File: config.mk
export PLATFORM = sky130hd
export DESIGN_NAME = ts_pid_table_ctrl_flat
export DESIGN_NICKNAME = d
export VERILOG_FILES = /design/src/rtl/ts_pkg.sv /design/src/rtl/ts_pid_table_ctrl_if.sv /design/src/rtl/ts_pid_sweep.sv /design/src/rtl/ts_pid_table_ctrl.sv /design/src/flat_wrapper.sv
export SDC_FILE = /design/constraint.sdc
export NUM_CORES = 1
export LEC_CHECK = 0
export CAP_MARGIN = 20
export CORE_MARGIN = 3
export CORE_UTILIZATION = 40
export DETAILED_ROUTE_END_ITERATION = 8
export DONT_BUFFER_PORTS = 1
export SETUP_SLACK_MARGIN = 0.4
export SYNTH_ARGS = -nofsm -noshare
export SYNTH_HDL_FRONTEND = slang
export SYNTH_SLANG_ARGS = --single-unit
File: constraint.sdc
create_clock -name clk -period 7.22 [get_ports clk]
set_clock_uncertainty 0.05 [all_clocks]
set_input_delay 1.444 -clock clk [delete_from_list [all_inputs] [get_ports clk]]
set_output_delay 1.444 -clock clk [all_outputs]
set_load 0.02 [all_outputs]
File: src/rtl/ts_pkg.sv
// rtl/ts_pkg.sv - shared opcodes, table polarity and FSM states for the TS PID table controller
package ts_pkg;

  localparam int PID_W = 13;

  localparam logic [2:0] OP_NOP        = 3'd0;
  localparam logic [2:0] OP_PASS_PID   = 3'd1;
  localparam logic [2:0] OP_DROP_PID   = 3'd2;
  localparam logic [2:0] OP_PASS_RANGE = 3'd3;
  localparam logic [2:0] OP_DROP_RANGE = 3'd4;
  localparam logic [2:0] OP_PASS_ALL   = 3'd5;
  localparam logic [2:0] OP_DROP_ALL   = 3'd6;
  localparam logic [2:0] OP_RSVD       = 3'd7;

  localparam logic TBL_PASS = 1'b0;
  localparam logic TBL_DROP = 1'b1;

  typedef enum logic [2:0] {
    ST_INIT_SWEEP = 3'd0,
    ST_IDLE       = 3'd1,
    ST_WRITE      = 3'd2,
    ST_FLUSH      = 3'd3,
    ST_DONE       = 3'd4
  } state_t;

endpackage

File: src/rtl/ts_pid_table_ctrl_if.sv
// rtl/ts_pid_table_ctrl_if.sv - host command bus and filter table port of the PID table controller
interface ts_pid_table_ctrl_if
  import ts_pkg::*;
#(
  parameter int PID_W = ts_pkg::PID_W
);
  logic             cmd_valid;
  logic             cmd_ready;
  logic [2:0]       cmd_op;
  logic [PID_W-1:0] cmd_pid_lo;
  logic [PID_W-1:0] cmd_pid_hi;
  logic             cmd_flush;
  logic [PID_W-1:0] table_wr_address;
  logic             table_data;
  logic             table_wren;
  logic             filter_aclr;
  logic             busy;
  logic             cmd_done;
  logic             cmd_err;
  logic [PID_W:0]   write_count;

  modport master (
    output cmd_valid, cmd_op, cmd_pid_lo, cmd_pid_hi, cmd_flush,
    input  cmd_ready, table_wr_address, table_data, table_wren,
    input  filter_aclr, busy, cmd_done, cmd_err, write_count
  );

  modport slave (
    input  cmd_valid, cmd_op, cmd_pid_lo, cmd_pid_hi, cmd_flush,
    output cmd_ready, table_wr_address, table_data, table_wren,
    output filter_aclr, busy, cmd_done, cmd_err, write_count
  );

endinterface

File: src/rtl/ts_pid_sweep.sv
// rtl/ts_pid_sweep.sv - lo..hi table address generator, one write per cycle, no wrap past hi
module ts_pid_sweep
  import ts_pkg::*;
#(
  parameter int PID_W = ts_pkg::PID_W
) (
  input  logic             clk,
  input  logic             reset,
  input  logic             start,
  input  logic             clr,
  input  logic [PID_W-1:0] lo,
  input  logic [PID_W-1:0] hi,
  output logic [PID_W-1:0] addr,
  output logic             wren,
  output logic             last,
  output logic [PID_W:0]   count
);

  logic [PID_W-1:0] addr_q, addr_d;
  logic [PID_W-1:0] hi_q, hi_d;
  logic             wren_q, wren_d;
  logic [PID_W:0]   count_q, count_d;

  // Ending on equality with hi (not on overflow) lets hi = all-ones stop cleanly.
  assign last = wren_q && (addr_q == hi_q);

  always_comb begin
    addr_d  = addr_q;
    hi_d    = hi_q;
    wren_d  = wren_q;
    count_d = count_q + {{PID_W{1'b0}}, wren_q};
    if (clr || start) begin
      count_d = '0;
    end
    if (start) begin
      addr_d = lo;
      hi_d   = hi;
      wren_d = 1'b1;
    end else if (wren_q) begin
      if (addr_q == hi_q) begin
        wren_d = 1'b0;
      end else begin
        addr_d = addr_q + 1'b1;
      end
    end
  end

  always_ff @(posedge clk) begin
    if (reset) begin
      addr_q  <= '0;
      hi_q    <= '0;
      wren_q  <= 1'b0;
      count_q <= '0;
    end else begin
      addr_q  <= addr_d;
      hi_q    <= hi_d;
      wren_q  <= wren_d;
      count_q <= count_d;
    end
  end

  assign addr  = addr_q;
  assign wren  = wren_q;
  assign count = count_q;

endmodule

File: src/rtl/ts_pid_table_ctrl.sv
// rtl/ts_pid_table_ctrl.sv - command FSM and flush timer driving the TS filter PID pass/drop table
module ts_pid_table_ctrl
  import ts_pkg::*;
#(
  parameter int PID_W        = ts_pkg::PID_W,
  parameter int FLUSH_CYCLES = 4,
  parameter int INIT_DROP    = 1
) (
  input  logic                clk,
  input  logic                reset,
  ts_pid_table_ctrl_if.slave  bus
);

  localparam logic [PID_W-1:0] PID_MAX    = '1;
  localparam logic [PID_W-1:0] PID_ZERO   = '0;
  localparam logic [3:0]       FLUSH_LOAD = 4'(FLUSH_CYCLES - 1);

  state_t           state_q, state_d;
  logic [3:0]       flush_cnt_q, flush_cnt_d;
  logic             init_q, init_d;
  logic             flush_q, flush_d;
  logic             err_q, err_d;
  logic             data_q, data_d;
  logic             ready_q, ready_d;
  logic             busy_q, busy_d;
  logic             done_q, done_d;
  logic             err_out_q, err_out_d;
  logic             aclr_q, aclr_d;

  logic             sw_start, sw_clr, sw_wren, sw_last;
  logic [PID_W-1:0] sw_lo, sw_hi, sw_addr;
  logic [PID_W:0]   sw_count;

  ts_pid_sweep #(.PID_W(PID_W)) u_sweep (
    .clk   (clk),
    .reset (reset),
    .start (sw_start),
    .clr   (sw_clr),
    .lo    (sw_lo),
    .hi    (sw_hi),
    .addr  (sw_addr),
    .wren  (sw_wren),
    .last  (sw_last),
    .count (sw_count)
  );

  always_comb begin
    state_d     = state_q;
    flush_cnt_d = flush_cnt_q;
    init_d      = init_q;
    flush_d     = flush_q;
    err_d       = err_q;
    data_d      = data_q;
    sw_start    = 1'b0;
    sw_clr      = 1'b0;
    sw_lo       = bus.cmd_pid_lo;
    sw_hi       = bus.cmd_pid_lo;

    case (state_q)
      ST_INIT_SWEEP: begin
        // Sweep is idle only in the first cycle after reset; it ends on the same edge we leave.
        if (!sw_wren) begin
          sw_start = 1'b1;
          sw_lo    = PID_ZERO;
          sw_hi    = PID_MAX;
          data_d   = 1'(INIT_DROP);
        end else if (sw_last) begin
          state_d     = ST_FLUSH;
          flush_cnt_d = FLUSH_LOAD;
        end
      end
      ST_IDLE: begin
        if (bus.cmd_valid && ready_q) begin
          sw_clr  = 1'b1;
          flush_d = bus.cmd_flush;
          err_d   = 1'b0;
          case (bus.cmd_op)
            OP_PASS_PID, OP_DROP_PID: begin
              sw_start = 1'b1;
              data_d   = (bus.cmd_op == OP_PASS_PID) ? TBL_PASS : TBL_DROP;
              state_d  = ST_WRITE;
            end
            OP_PASS_RANGE, OP_DROP_RANGE: begin
              if (bus.cmd_pid_lo > bus.cmd_pid_hi) begin
                err_d   = 1'b1;
                state_d = ST_DONE;
              end else begin
                sw_start = 1'b1;
                sw_hi    = bus.cmd_pid_hi;
                data_d   = (bus.cmd_op == OP_PASS_RANGE) ? TBL_PASS : TBL_DROP;
                state_d  = ST_WRITE;
              end
            end
            OP_PASS_ALL, OP_DROP_ALL: begin
              sw_start = 1'b1;
              sw_lo    = PID_ZERO;
              sw_hi    = PID_MAX;
              data_d   = (bus.cmd_op == OP_PASS_ALL) ? TBL_PASS : TBL_DROP;
              state_d  = ST_WRITE;
            end
            OP_NOP: begin
              if (bus.cmd_flush) begin
                state_d     = ST_FLUSH;
                flush_cnt_d = FLUSH_LOAD;
              end else begin
                state_d = ST_DONE;
              end
            end
            default: begin
              err_d   = 1'b1;
              state_d = ST_DONE;
            end
          endcase
        end
      end
      ST_WRITE: begin
        if (sw_last) begin
          if (flush_q) begin
            state_d     = ST_FLUSH;
            flush_cnt_d = FLUSH_LOAD;
          end else begin
            state_d = ST_DONE;
          end
        end
      end
      ST_FLUSH: begin
        if (flush_cnt_q == 4'd0) begin
          if (init_q) begin
            state_d = ST_IDLE;
            init_d  = 1'b0;
            sw_clr  = 1'b1;
          end else begin
            state_d = ST_DONE;
          end
        end else begin
          flush_cnt_d = flush_cnt_q - 4'd1;
        end
      end
      ST_DONE: state_d = ST_IDLE;
      default: state_d = ST_IDLE;
    endcase

    // Status outputs are registered from the next state so they line up with it.
    ready_d   = (state_d == ST_IDLE);
    busy_d    = (state_d != ST_IDLE);
    done_d    = (state_d == ST_DONE);
    err_out_d = (state_d == ST_DONE) && err_d;
    aclr_d    = (state_d == ST_FLUSH);
  end

  always_ff @(posedge clk) begin
    if (reset) begin
      state_q     <= ST_INIT_SWEEP;
      flush_cnt_q <= 4'd0;
      init_q      <= 1'b1;
      flush_q     <= 1'b0;
      err_q       <= 1'b0;
      data_q      <= 1'b0;
      ready_q     <= 1'b0;
      busy_q      <= 1'b1;
      done_q      <= 1'b0;
      err_out_q   <= 1'b0;
      aclr_q      <= 1'b0;
    end else begin
      state_q     <= state_d;
      flush_cnt_q <= flush_cnt_d;
      init_q      <= init_d;
      flush_q     <= flush_d;
      err_q       <= err_d;
      data_q      <= data_d;
      ready_q     <= ready_d;
      busy_q      <= busy_d;
      done_q      <= done_d;
      err_out_q   <= err_out_d;
      aclr_q      <= aclr_d;
    end
  end

  assign bus.cmd_ready        = ready_q;
  assign bus.busy             = busy_q;
  assign bus.cmd_done         = done_q;
  assign bus.cmd_err          = err_out_q;
  assign bus.filter_aclr      = aclr_q;
  assign bus.table_wr_address = sw_addr;
  assign bus.table_wren       = sw_wren;
  assign bus.table_data       = data_q;
  assign bus.write_count      = sw_count;

endmodule

File: src/flat_wrapper.sv
// flat-port wrapper written by rule: the top's interface ports become plain ports
module ts_pid_table_ctrl_flat import ts_pkg::*;
#(
  parameter int PID_W        = ts_pkg::PID_W,
  parameter int FLUSH_CYCLES = 4,
  parameter int INIT_DROP    = 1
)
  (clk, reset, bus_cmd_valid, bus_cmd_op, bus_cmd_pid_lo, bus_cmd_pid_hi, bus_cmd_flush, bus_cmd_ready, bus_table_wr_address, bus_table_data, bus_table_wren, bus_filter_aclr, bus_busy, bus_cmd_done, bus_cmd_err, bus_write_count);
  ts_pid_table_ctrl_if #(.PID_W(PID_W)) bus_i ();
  input  logic clk;
  input  logic reset;
  input wire logic [$bits(bus_i.cmd_valid)-1:0] bus_cmd_valid;
  input wire logic [$bits(bus_i.cmd_op)-1:0] bus_cmd_op;
  input wire logic [$bits(bus_i.cmd_pid_lo)-1:0] bus_cmd_pid_lo;
  input wire logic [$bits(bus_i.cmd_pid_hi)-1:0] bus_cmd_pid_hi;
  input wire logic [$bits(bus_i.cmd_flush)-1:0] bus_cmd_flush;
  output wire logic [$bits(bus_i.cmd_ready)-1:0] bus_cmd_ready;
  output wire logic [$bits(bus_i.table_wr_address)-1:0] bus_table_wr_address;
  output wire logic [$bits(bus_i.table_data)-1:0] bus_table_data;
  output wire logic [$bits(bus_i.table_wren)-1:0] bus_table_wren;
  output wire logic [$bits(bus_i.filter_aclr)-1:0] bus_filter_aclr;
  output wire logic [$bits(bus_i.busy)-1:0] bus_busy;
  output wire logic [$bits(bus_i.cmd_done)-1:0] bus_cmd_done;
  output wire logic [$bits(bus_i.cmd_err)-1:0] bus_cmd_err;
  output wire logic [$bits(bus_i.write_count)-1:0] bus_write_count;
  assign bus_i.cmd_valid = bus_cmd_valid;
  assign bus_i.cmd_op = bus_cmd_op;
  assign bus_i.cmd_pid_lo = bus_cmd_pid_lo;
  assign bus_i.cmd_pid_hi = bus_cmd_pid_hi;
  assign bus_i.cmd_flush = bus_cmd_flush;
  assign bus_cmd_ready = bus_i.cmd_ready;
  assign bus_table_wr_address = bus_i.table_wr_address;
  assign bus_table_data = bus_i.table_data;
  assign bus_table_wren = bus_i.table_wren;
  assign bus_filter_aclr = bus_i.filter_aclr;
  assign bus_busy = bus_i.busy;
  assign bus_cmd_done = bus_i.cmd_done;
  assign bus_cmd_err = bus_i.cmd_err;
  assign bus_write_count = bus_i.write_count;
  ts_pid_table_ctrl #(.PID_W(PID_W), .FLUSH_CYCLES(FLUSH_CYCLES), .INIT_DROP(INIT_DROP)) u_core (.clk(clk), .reset(reset), .bus(bus_i));
endmodule
==> flow_summary_export.csv, run 1 <==
group,metric,value,unit
power_and_ir_drop,powerDensity,193,nW/um^2
synthesis,synth_async_sr_flop_share,0,%
detailed_routing,ant_nets,0,
layout,diodes,0,
timing,slew-limit-headroom,47.5,%
synthesis,synth-seq-cells,57,
floorplanning,coreArea,8420,sq um
placement,place.gp.congestion,0.900,
layout,nNetsFinal,465,
setup_path,crit_family,"compound AO/OA/AOI/OAI gates",
floorplanning,io_pins,67,
timing,fin_setup_tns,0,ns
clock_network,postCtsHoldBufs,0,
layout,final-instance-count-excl-fill,524,
synthesis,synth_compound_area_share,24.0,%
outcome,status,"complete, no violations",
clock_network,cts_buffers,9,
grt,gr-usage-all-layers,19.1,%
synthesis,synthAdderAreaFrac,6.36,%
detailed_routing,via_per_inst,5.75,
synthesis,synth.most_common_cell,"dfxtp_1",
power_and_ir_drop,p_leak,1.37,nW
detailed_routing,drc,0,
timing,maxSlewViolCount,0,
synthesis,yosysTopAreaCellShare,32.2,%
detailed_routing,drt_wl_total,9400,um
grt,antenna_found_initial,0,
clock_network,cts_buffer_depth,2,
timing,rsz0062_at_grt,"false",
setup_path,end_kind,"flop",
synthesis,synthesis.nets,473,
clock_network,clk_pin_slew,0.07,ns
floorplanning,row_count,33,
setup_path,reg2reg_from,"u_core.state_q[0]$_SDFF_PP0_",
setup_path,path_cells,"inv_1 -> ha_1 -> nand4_4 -> nor4_4 -> o41ai_2 -> o21a_2 -> a2111o_1 -> a21oi_2",
floorplanning,die_h,100,um
clock_network,clk_latency,0.34,ns
detailed_routing,num_vias,3015,
layout,post-route-util,44.4,%
synthesis,netlist_area,3540,sq um
placement,placed_cells,508,
synthesis,synth_top_family_by_area,"compound AO/OA/AOI/OAI gates",
clock_network,cts-root-buf,"clkbuf_8",
detailed_routing,drt_first_pass_iters,5,
job,cap_viol_max_count,0,
placement,dp_hpwl,7130,um
synthesis,syn_inst,422,
grt,overflow,0,
placement,pre_cts_ws,3.36,ns
synthesis,synth_area_leaders,"dfxtp_1 32%, ha_1 6.4%, xor2_1 4.7%",
synthesis,yosys_warnings,0,
synthesis,yosys-top-cells-count,"57 x dfxtp_1, 40 x nor2_1, 36 x nand2_1, 33 x a21oi_1, 26 x inv_1",
synthesis,synth_area_per_cell,8.39,sq um
clock_network,cts_num_sinks,57,
layout,fillCellCount,852,
synthesis,yosys.area.top_type,"dfxtp_1",
floorplanning,die_area,10000,sq um
clock_network,cts_resized,0,
detailed_routing,avgRoutedWirePerCell,17.9,um
placement,port-buffer-count,0,
hold_path,hold_class,"reg -> reg",
setup_path,crit_buf_inv,1,
hold_path,min_from,"u_core.init_q$_SDFFE_PP1P_",
synthesis,synth_edf_count,0,
timing,hold_viol_final,0,
synthesis,ys.flop_type,"dfxtp_1",
setup_path,critPathArrivalTime,3.76,ns
timing,tightest_slew,0.783,ns
grt,grt_pass1_vias,2893,
detailed_routing,drtIter0Drc,163,
clock_network,cts.htree.levels,3,
grt,grt_max_degree,35,
floorplanning,start_util,42.0,%
timing,fin_ws,3.68,ns
synthesis,synthMuxAreaShare,0.566,%
clock_network,cts_tree,"yes",
layout,drive_gt1_share,9.55,%
setup_path,cpPeakStageDelay,0.68,ns
setup_path,startpoint_type,"primary input",
layout,area_growth,5.58,%
hold_path,min_path_cells,2,
grt,grt_pass1_wl,15000,um
timing,setup_viol,0,
synthesis,synthXorXnorAreaFrac,8.91,%
setup_path,cp_max_fo,23,
synthesis,yosysSeqAreaShare,32.2,%
timing,timing.fmax,283,MHz
synthesis,synth-simple-area-share,21.3,%
setup_path,rrSetupSlack,4.73,ns
setup_path,r2r_end,"u_core.u_sweep.hi_q[12]$_SDFFE_PP0P_",
timing,fin_crit_sh,49.0,%
hold_path,hold-path-endpoint,"u_core.init_q$_SDFFE_PP1P_",
clock_network,cts_setup_buffers,0,
synthesis,yosysUniqueCellTypes,64,
power_and_ir_drop,p_total,720,uW
timing,period_needed,3.54,ns
setup_path,reg2regPathDepth,7,
setup_path,cpMaxStageDelayCell,"nor4_4",
floorplanning,die_x,100,um
setup_path,critPathKind,"in -> reg",
power_and_ir_drop,peakVddDrop,0.130,mV
setup_path,critPathRequiredTime,7.44,ns
## per-stage QoR
| stage | hold WS (ns) | instance area (sq um) |
|---|---|---|
| floorplan | 0.381 | 3540 |
| global placement | 0.396 | 3550 |
| detailed placement | 0.406 | 3550 |
| CTS | 0.415 | 3740 |
| global route | 0.439 | 3740 |
| finish | 0.415 | 3740 |
## registers in the layout, indices dropped and copies added, names as in the netlist
name                    cells
u_core.init_q               1
u_core.state_q              3
u_core.err_q                1
u_core.bus.cmd_done         1
u_core.u_sweep.wren         1
u_core.flush_q              1
u_core.bus.cmd_ready        1
u_core.u_sweep.count       14
u_core.u_sweep.hi_q        13
u_core.u_sweep.addr        13
u_core.bus.filter_aclr      1
u_core.bus.cmd_err          1
u_core.bus.table_data       1
u_core.bus.busy             1
u_core.flush_cnt_q          4
## layout make-up
type	count	area [sq um]	area share (%)
well taps	105	131	3.52
flip-flops and latches	57	1140	30.5
multi-input cells	318	2170	58.1
repair buffers	2	15.0	0.402
clock inverters	4	27.5	0.737
clock buffers	12	155	4.15
inverters	26	97.6	2.61
## report_power, final
part / leakage [nW] / switching [mW] / total [mW] / internal, mW
logic: 0.814 / 0.0538 / 0.0936 / 0.0399
clock network: 0.0846 / 0.130 / 0.273 / 0.143
registers: 0.467 / 0.0255 / 0.353 / 0.328
## worst reg2reg max path, stage by stage (launching register included)
cell      delay [ns]
dfxtp_1         0.48
nor3b_4         0.53
nand3_4         0.19
a21oi_4         0.18
o41ai_2         0.13
o21a_2          0.38
a2111o_1        0.35
a21oi_2         0.13
## kinds of logic after synthesis
kind of cell               Yosys count
muxes                                2
adders and majority gates           18
and+or+nand+nor                    143
DFF                                 57
buffers and inverters               47
xor gates and xnor gates            36
AOI/OAI and AO/OA                  119
## metal layers
| metal | up-vias | wire length (um) | track usage (%) |
|---|---|---|---|
| met2 | 80 | 4440 | 31.6 |
| li1 | 1521 | - | - |
| met3 | 14 | 594 | 6.39 |
| met1 | 1400 | 4170 | 23.5 |
| met4 | 0 | 192 | 6.11 |
| met5 | - | 0 | 0 |
## worst max-delay path by stage
stage                            start                              endpoint  depth (start not counted)
detailed placement  bus_cmd_pid_hi[12]  u_core.u_sweep.hi_q[12]$_SDFFE_PP0P_                          8
global placement    bus_cmd_pid_hi[12]  u_core.u_sweep.hi_q[12]$_SDFFE_PP0P_                          8
floorplan           bus_cmd_pid_hi[12]   u_core.u_sweep.hi_q[3]$_SDFFE_PP0P_                         10
global route        bus_cmd_pid_hi[12]   u_core.u_sweep.hi_q[5]$_SDFFE_PP0P_                          8
finish              bus_cmd_pid_hi[12]  u_core.u_sweep.hi_q[12]$_SDFFE_PP0P_                          8
CTS                 bus_cmd_pid_hi[12]  u_core.u_sweep.hi_q[12]$_SDFFE_PP0P_                          8
## placed cells by master, fill, tap and decap left out, types with 12 or more instances in the layout
| master | count |
|---|---|
| nor2_1 | 40 |
| o31ai_1 | 12 |
| xor2_1 | 19 |
| nand2_1 | 36 |
| dfxtp_1 | 57 |
| a211oi_1 | 13 |
| ha_1 | 18 |
| inv_1 | 26 |
| xnor2_1 | 17 |
| a21oi_1 | 33 |
| nand3_1 | 14 |
No activity file was read; power rests on OpenSTA's default activity.
==> inputs of run 2 (changes only) <==
Clock period 7.22 ns to 3.4 ns, I/O delays scaled along.
==> flow_summary_export.csv, run 2 (same netlist as run 1, synthesis figures left out) <==
group,metric,value,unit
outcome,status,"complete, no violations",
timing,fin_setup_tns,0,ns
setup_path,critPathArrivalTime,2.93,ns
placement,dp_hpwl,7030,um
grt,grt_max_degree,35,
timing,hold_viol_final,0,
layout,multi_input_area,2170,sq um
power_and_ir_drop,powerDensity,423,nW/um^2
placement,dpl_cell_area,3570,sq um
clock_network,cts_buffers,9,
setup_path,rrSetupSlack,0.90,ns
setup_path,endpoint,"u_core.u_sweep.hi_q[1]$_SDFFE_PP0P_",
timing,setup_viol,0,
detailed_routing,avgRoutedWirePerCell,17.6,um
floorplanning,row_count,33,
timing,slew-limit-headroom,47.3,%
clock_network,cts_buffer_depth,2,
clock_network,clk_pin_slew,0.07,ns
placement,place.gp.congestion,0.855,
layout,nNetsFinal,467,
job,cap_viol_max_count,0,
grt,gr-usage-all-layers,19.1,%
clock_network,cts_num_sinks,57,
power_and_ir_drop,peakVddDrop,0.290,mV
grt,antenna_found_initial,0,
clock_network,cts_setup_buffers,0,
timing,timing.fmax,370,MHz
floorplanning,die_h,100,um
layout,final_common_cell,"dfxtp_1",
layout,final_cell_mix,"57 x dfxtp_1, 40 x nor2_1, 36 x nand2_1, 33 x a21oi_1, 26 x inv_1",
setup_path,cpMaxStageDelayCell,"o21ai_0",
timing,rsz0062_at_grt,"false",
timing,period_needed,2.70,ns
grt,grt_pass1_vias,2987,
setup_path,timing.critical_path.from,"bus_cmd_pid_hi[12]",
clock_network,cts_tree,"yes",
layout,final-instance-count-excl-fill,526,
grt,grt_pass1_wl,15200,um
layout,area_growth,6.65,%
layout,post-route-util,44.8,%
detailed_routing,drt_wl_total,9270,um
detailed_routing,num_vias,3070,
setup_path,critPathKind,"in -> reg",
layout,diodes,0,
timing,fin_crit_sh,79.5,%
clock_network,cts_resized,0,
layout,seq_area,1140,sq um
layout,drive_gt1_share,10.2,%
floorplanning,die_x,100,um
timing,tightest_slew,0.786,ns
layout,largest_register_ffs,14,
setup_path,reg2reg_from,"u_core.state_q[0]$_SDFF_PP0_",
detailed_routing,ant_nets,0,
detailed_routing,drc,0,
setup_path,critPathRequiredTime,3.62,ns
setup_path,cp_max_fo,9,
clock_network,postCtsHoldBufs,0,
placement,port-buffer-count,0,
clock_network,cts.htree.levels,3,
setup_path,end_kind,"flop",
detailed_routing,drtIter0Drc,139,
setup_path,r2r_end,"u_core.u_sweep.hi_q[12]$_SDFFE_PP0P_",
power_and_ir_drop,p_leak,1.39,nW
detailed_routing,drt_first_pass_iters,4,
timing,maxSlewViolCount,0,
floorplanning,coreArea,8420,sq um
clock_network,cts-root-buf,"clkbuf_8",
clock_network,clk_latency,0.34,ns
setup_path,cpPeakStageDelay,0.55,ns
setup_path,path_cells,"inv_1 -> ha_1 -> nand4_4 -> nor3_1 -> o21ai_1 -> o211a_1 -> o21ai_0 -> o221ai_1 -> a21oi_1",
timing,whs,0.353,ns
detailed_routing,via_per_inst,5.84,
floorplanning,io_pins,67,
layout,final_cell_area,3770,sq um
setup_path,reg2regPathDepth,7,
placement,placed_cells,510,
floorplanning,die_area,10000,sq um
setup_path,startpoint_type,"primary input",
grt,overflow,0,
floorplanning,start_util,42.0,%
layout,fillCellCount,860,
hold_path,hold_class,"in -> reg",
[run 2: cell count changes in the layout (fill, tap and decap cells not counted), sizes merged]
cell	change
clkbuf	-2
clkinv	+2
buf	+2
bufinv	+1
clkinvlp	-1
[run 2: metal layers]
metal  vias to the layer above  wire length, um  GRT usage, %
met5                         -                0             0
met2                        86             4300          30.9
met1                      1434             4060          23.6
met4                         0              241          6.74
met3                        25              674          6.46
li1                       1525                -             -
[run 2: worst max-delay path: cells and delay by family]
kind | cells | cell delay (ns)
buffers and inverters | 1 | 0.05
adder cells (fa/ha/maj) | 1 | 0.36
AO/OA/AOI/OAI | 5 | 1.43
AND/OR/NAND/NOR | 2 | 0.39
[run 2: worst min-delay path by stage]
stage | startpoint | endpoint | slack [ns] | cells past startpoint
global placement | u_core.init_q$_SDFFE_PP1P_ | u_core.init_q$_SDFFE_PP1P_ | 0.40 | 2
detailed placement | u_core.init_q$_SDFFE_PP1P_ | u_core.init_q$_SDFFE_PP1P_ | 0.40 | 2
floorplan | u_core.init_q$_SDFFE_PP1P_ | u_core.init_q$_SDFFE_PP1P_ | 0.38 | 2
CTS | reset | u_core.state_q[2]$_SDFF_PP0_ | 0.34 | 1
global route | reset | u_core.flush_cnt_q[3]$_SDFFE_PP0P_ | 0.33 | 1
finish | reset | u_core.flush_cnt_q[3]$_SDFFE_PP0P_ | 0.35 | 1
[run 2: report_power, final]
group | leakage, nW | switching, mW | internal (mW)
Sequential | 0.467 | 0.0533 | 0.696
Clock | 0.0985 | 0.291 | 0.359
Combinational | 0.825 | 0.112 | 0.0846
[run 2: metrics by stage]
step                      setup slack (ns)  total power, mW
final                                0.698             1.60
after global routing                 0.453             1.67
after CTS                            0.727             1.61
after detailed placement             0.371            0.962
after global placement               0.343            0.960
after floorplan                      0.755            0.932
[run 2: layout make-up]
class	instances	area share, %
clock buffer	10	3.65
clock inverter	6	1.79
inverter	26	2.59
multi-input combinational	318	57.5
sequential	57	30.2
tap	105	3.48
timing repair buffer	4	0.795
==> inputs of run 3 (changes only) <==
Clock period 3.4 ns to 2.6 ns, I/O delays scaled along.
==> flow_summary_export.csv, run 3 (same netlist as run 1, synthesis figures left out) <==
group,metric,value,unit
floorplanning,io_pins,67,
clock_network,clk_pin_slew,0.07,ns
timing,slew-limit-headroom,59.5,%
floorplanning,die_area,10000,sq um
layout,post-route-util,52.8,%
outcome,status,"complete, no violations",
timing,timing.fmax,467,MHz
timing,fin_setup_tns,0,ns
setup_path,crit_buf_inv,3,
setup_path,critPathRequiredTime,2.76,ns
layout,final_common_cell,"dfxtp_1",
layout,area_growth,25.7,%
floorplanning,row_count,33,
detailed_routing,drt_first_pass_iters,4,
grt,antenna_found_initial,0,
clock_network,cts.htree.levels,3,
floorplanning,start_util,42.0,%
hold_path,min_path_cells,1,
clock_network,clk_latency,0.34,ns
timing,period_needed,2.14,ns
detailed_routing,ant_nets,0,
detailed_routing,drc,0,
placement,dp_hpwl,7570,um
detailed_routing,avgRoutedWirePerCell,17.7,um
power_and_ir_drop,switching_share,26.6,%
clock_network,cts_buffers,9,
detailed_routing,via_per_inst,5.75,
power_and_ir_drop,peakVddDrop,0.282,mV
grt,grt_pass1_vias,3115,
setup_path,critPathArrivalTime,2.30,ns
job,cap_viol_max_count,0,
layout,largest_register_ffs,14,
setup_path,cp_max_fo,18,
grt,grt_max_degree,35,
timing,rsz0062_at_grt,"true",
grt,gr-usage-all-layers,20.0,%
floorplanning,die_h,100,um
setup_path,critPathKind,"in -> reg",
layout,final-instance-count-excl-fill,564,
placement,port-buffer-count,0,
floorplanning,die_x,100,um
setup_path,cpMaxStageDelayCell,"a211oi_4",
detailed_routing,drt_wl_total,9970,um
detailed_routing,num_vias,3245,
power_and_ir_drop,pwr-share-seq,40.0,%
power_and_ir_drop,switchingPower,628,uW
setup_path,end_kind,"flop",
setup_path,reg2regPathDepth,7,
timing,setup_viol,0,
setup_path,crit_family,"compound AO/OA/AOI/OAI gates",
placement,placed_cells,533,
timing,tightest_slew,0.603,ns
power_and_ir_drop,powerDensity,532,nW/um^2
setup_path,path_cells,"inv_8 -> ha_4 -> nand4_4 -> nor3_2 -> o21ai_2 -> a211oi_4 -> buf_4 -> nor2_2 -> buf_12 -> o31ai_1 -> a21oi_1",
placement,place.gp.congestion,0.876,
timing,maxSlewViolCount,0,
setup_path,reg2reg_from,"u_core.state_q[0]$_SDFF_PP0_",
setup_path,r2r_end,"u_core.u_sweep.hi_q[6]$_SDFFE_PP0P_",
layout,diodes,0,
power_and_ir_drop,p_clk_share,41.8,%
hold_path,min_from,"reset",
floorplanning,coreArea,8420,sq um
power_and_ir_drop,p_comb_share,18.2,%
power_and_ir_drop,internal-power,1.74,mW
grt,overflow,0,
hold_path,hold_class,"in -> reg",
clock_network,cts_num_sinks,57,
timing,fin_crit_sh,82.3,%
setup_path,startpoint_type,"primary input",
setup_path,cpPeakStageDelay,0.32,ns
power_and_ir_drop,p_leak,1.63,nW
setup_path,rrSetupSlack,0.48,ns
clock_network,cts-root-buf,"clkbuf_8",
layout,final_cell_mix,"55 x dfxtp_1, 40 x buf_4, 39 x nor2_1, 35 x nand2_1, 22 x a21oi_1",
clock_network,cts_buffer_depth,2,
clock_network,cts_tree,"yes",
layout,fillCellCount,789,
detailed_routing,drtIter0Drc,157,
hold_path,hold-path-endpoint,"u_core.state_q[0]$_SDFF_PP0_",
grt,grt_pass1_wl,16000,um
layout,drive_gt1_share,27.2,%
layout,nNetsFinal,506,
timing,hold_viol_final,0,
==> run 3: repair_timing <==
item,4_1_cts,5_1_grt
gates cloned,0,0
pin swaps,0,7
hold buffers,0,0
endpoints found under the setup margin,3,26
gates resized for setup,1,12
setup buffers,2,14
==> run 3: final cells by class <==
cell class                      instances  area (sq um)  share of cell area, %
Clock buffer                            9           124                   2.78
Clock inverter                          6           108                   2.42
Inverter                               26           113                   2.53
Multi-Input combinational cell        318          2470                   55.5
Sequential cell                        57          1140                   25.7
Tap cell                              105           131                   2.95
Timing Repair Buffer                   43           360                   8.10
==> run 3: how the worst max path moves through the flow <==
stage               slack (ns)  cells past startpoint                          from                             endpoint
finish                    0.46                     11             bus_cmd_pid_hi[8]  u_core.u_sweep.hi_q[9]$_SDFFE_PP0P_
global route              0.36                      7  u_core.state_q[0]$_SDFF_PP0_  u_core.u_sweep.hi_q[6]$_SDFFE_PP0P_
global placement          0.07                      9             bus_cmd_pid_hi[7]  u_core.u_sweep.hi_q[4]$_SDFFE_PP0P_
CTS                       0.43                     10            bus_cmd_pid_hi[11]  u_core.u_sweep.addr[5]$_SDFFE_PP0P_
floorplan                 0.28                      8                 bus_cmd_op[0]  u_core.u_sweep.hi_q[6]$_SDFFE_PP0P_
detailed placement        0.09                     10            bus_cmd_pid_hi[11]  u_core.u_sweep.addr[7]$_SDFFE_PP0P_
==> run 3: metal layers <==
layer	part of all wire (%)	global-route usage (%)
met1	46	26.3
met2	45	32.0
met3	7.3	5.28
met4	1.4	6.63
met5	0	0
==> run 3: stage by stage <==
| stage | hold slack (ns) | worst slack, ns | power (mW) | area, sq um |
|---|---|---|---|---|
| CTS | 0.173 | 0.431 | 2.34 | 4280 |
| detailed placement | 0.404 | 0.0880 | 1.35 | 4030 |
| floorplan | 0.381 | 0.284 | 1.27 | 3820 |
| finish | 0.193 | 0.460 | 2.37 | 4450 |
| global route | 0.176 | 0.364 | 2.47 | 4450 |
| global placement | 0.398 | 0.0725 | 1.35 | 4030 |
==> run 3: power groups by stage <==
| stage | Clock, mW | Sequential (mW) | Combinational, mW |
|---|---|---|---|
| CTS | 1.01 | 0.945 | 0.391 |
| global placement | 0 | 0.965 | 0.385 |
| floorplan | 0 | 0.985 | 0.287 |
| global route | 1.05 | 0.950 | 0.473 |
| finish | 0.989 | 0.946 | 0.431 |
| detailed placement | 0 | 0.965 | 0.388 |
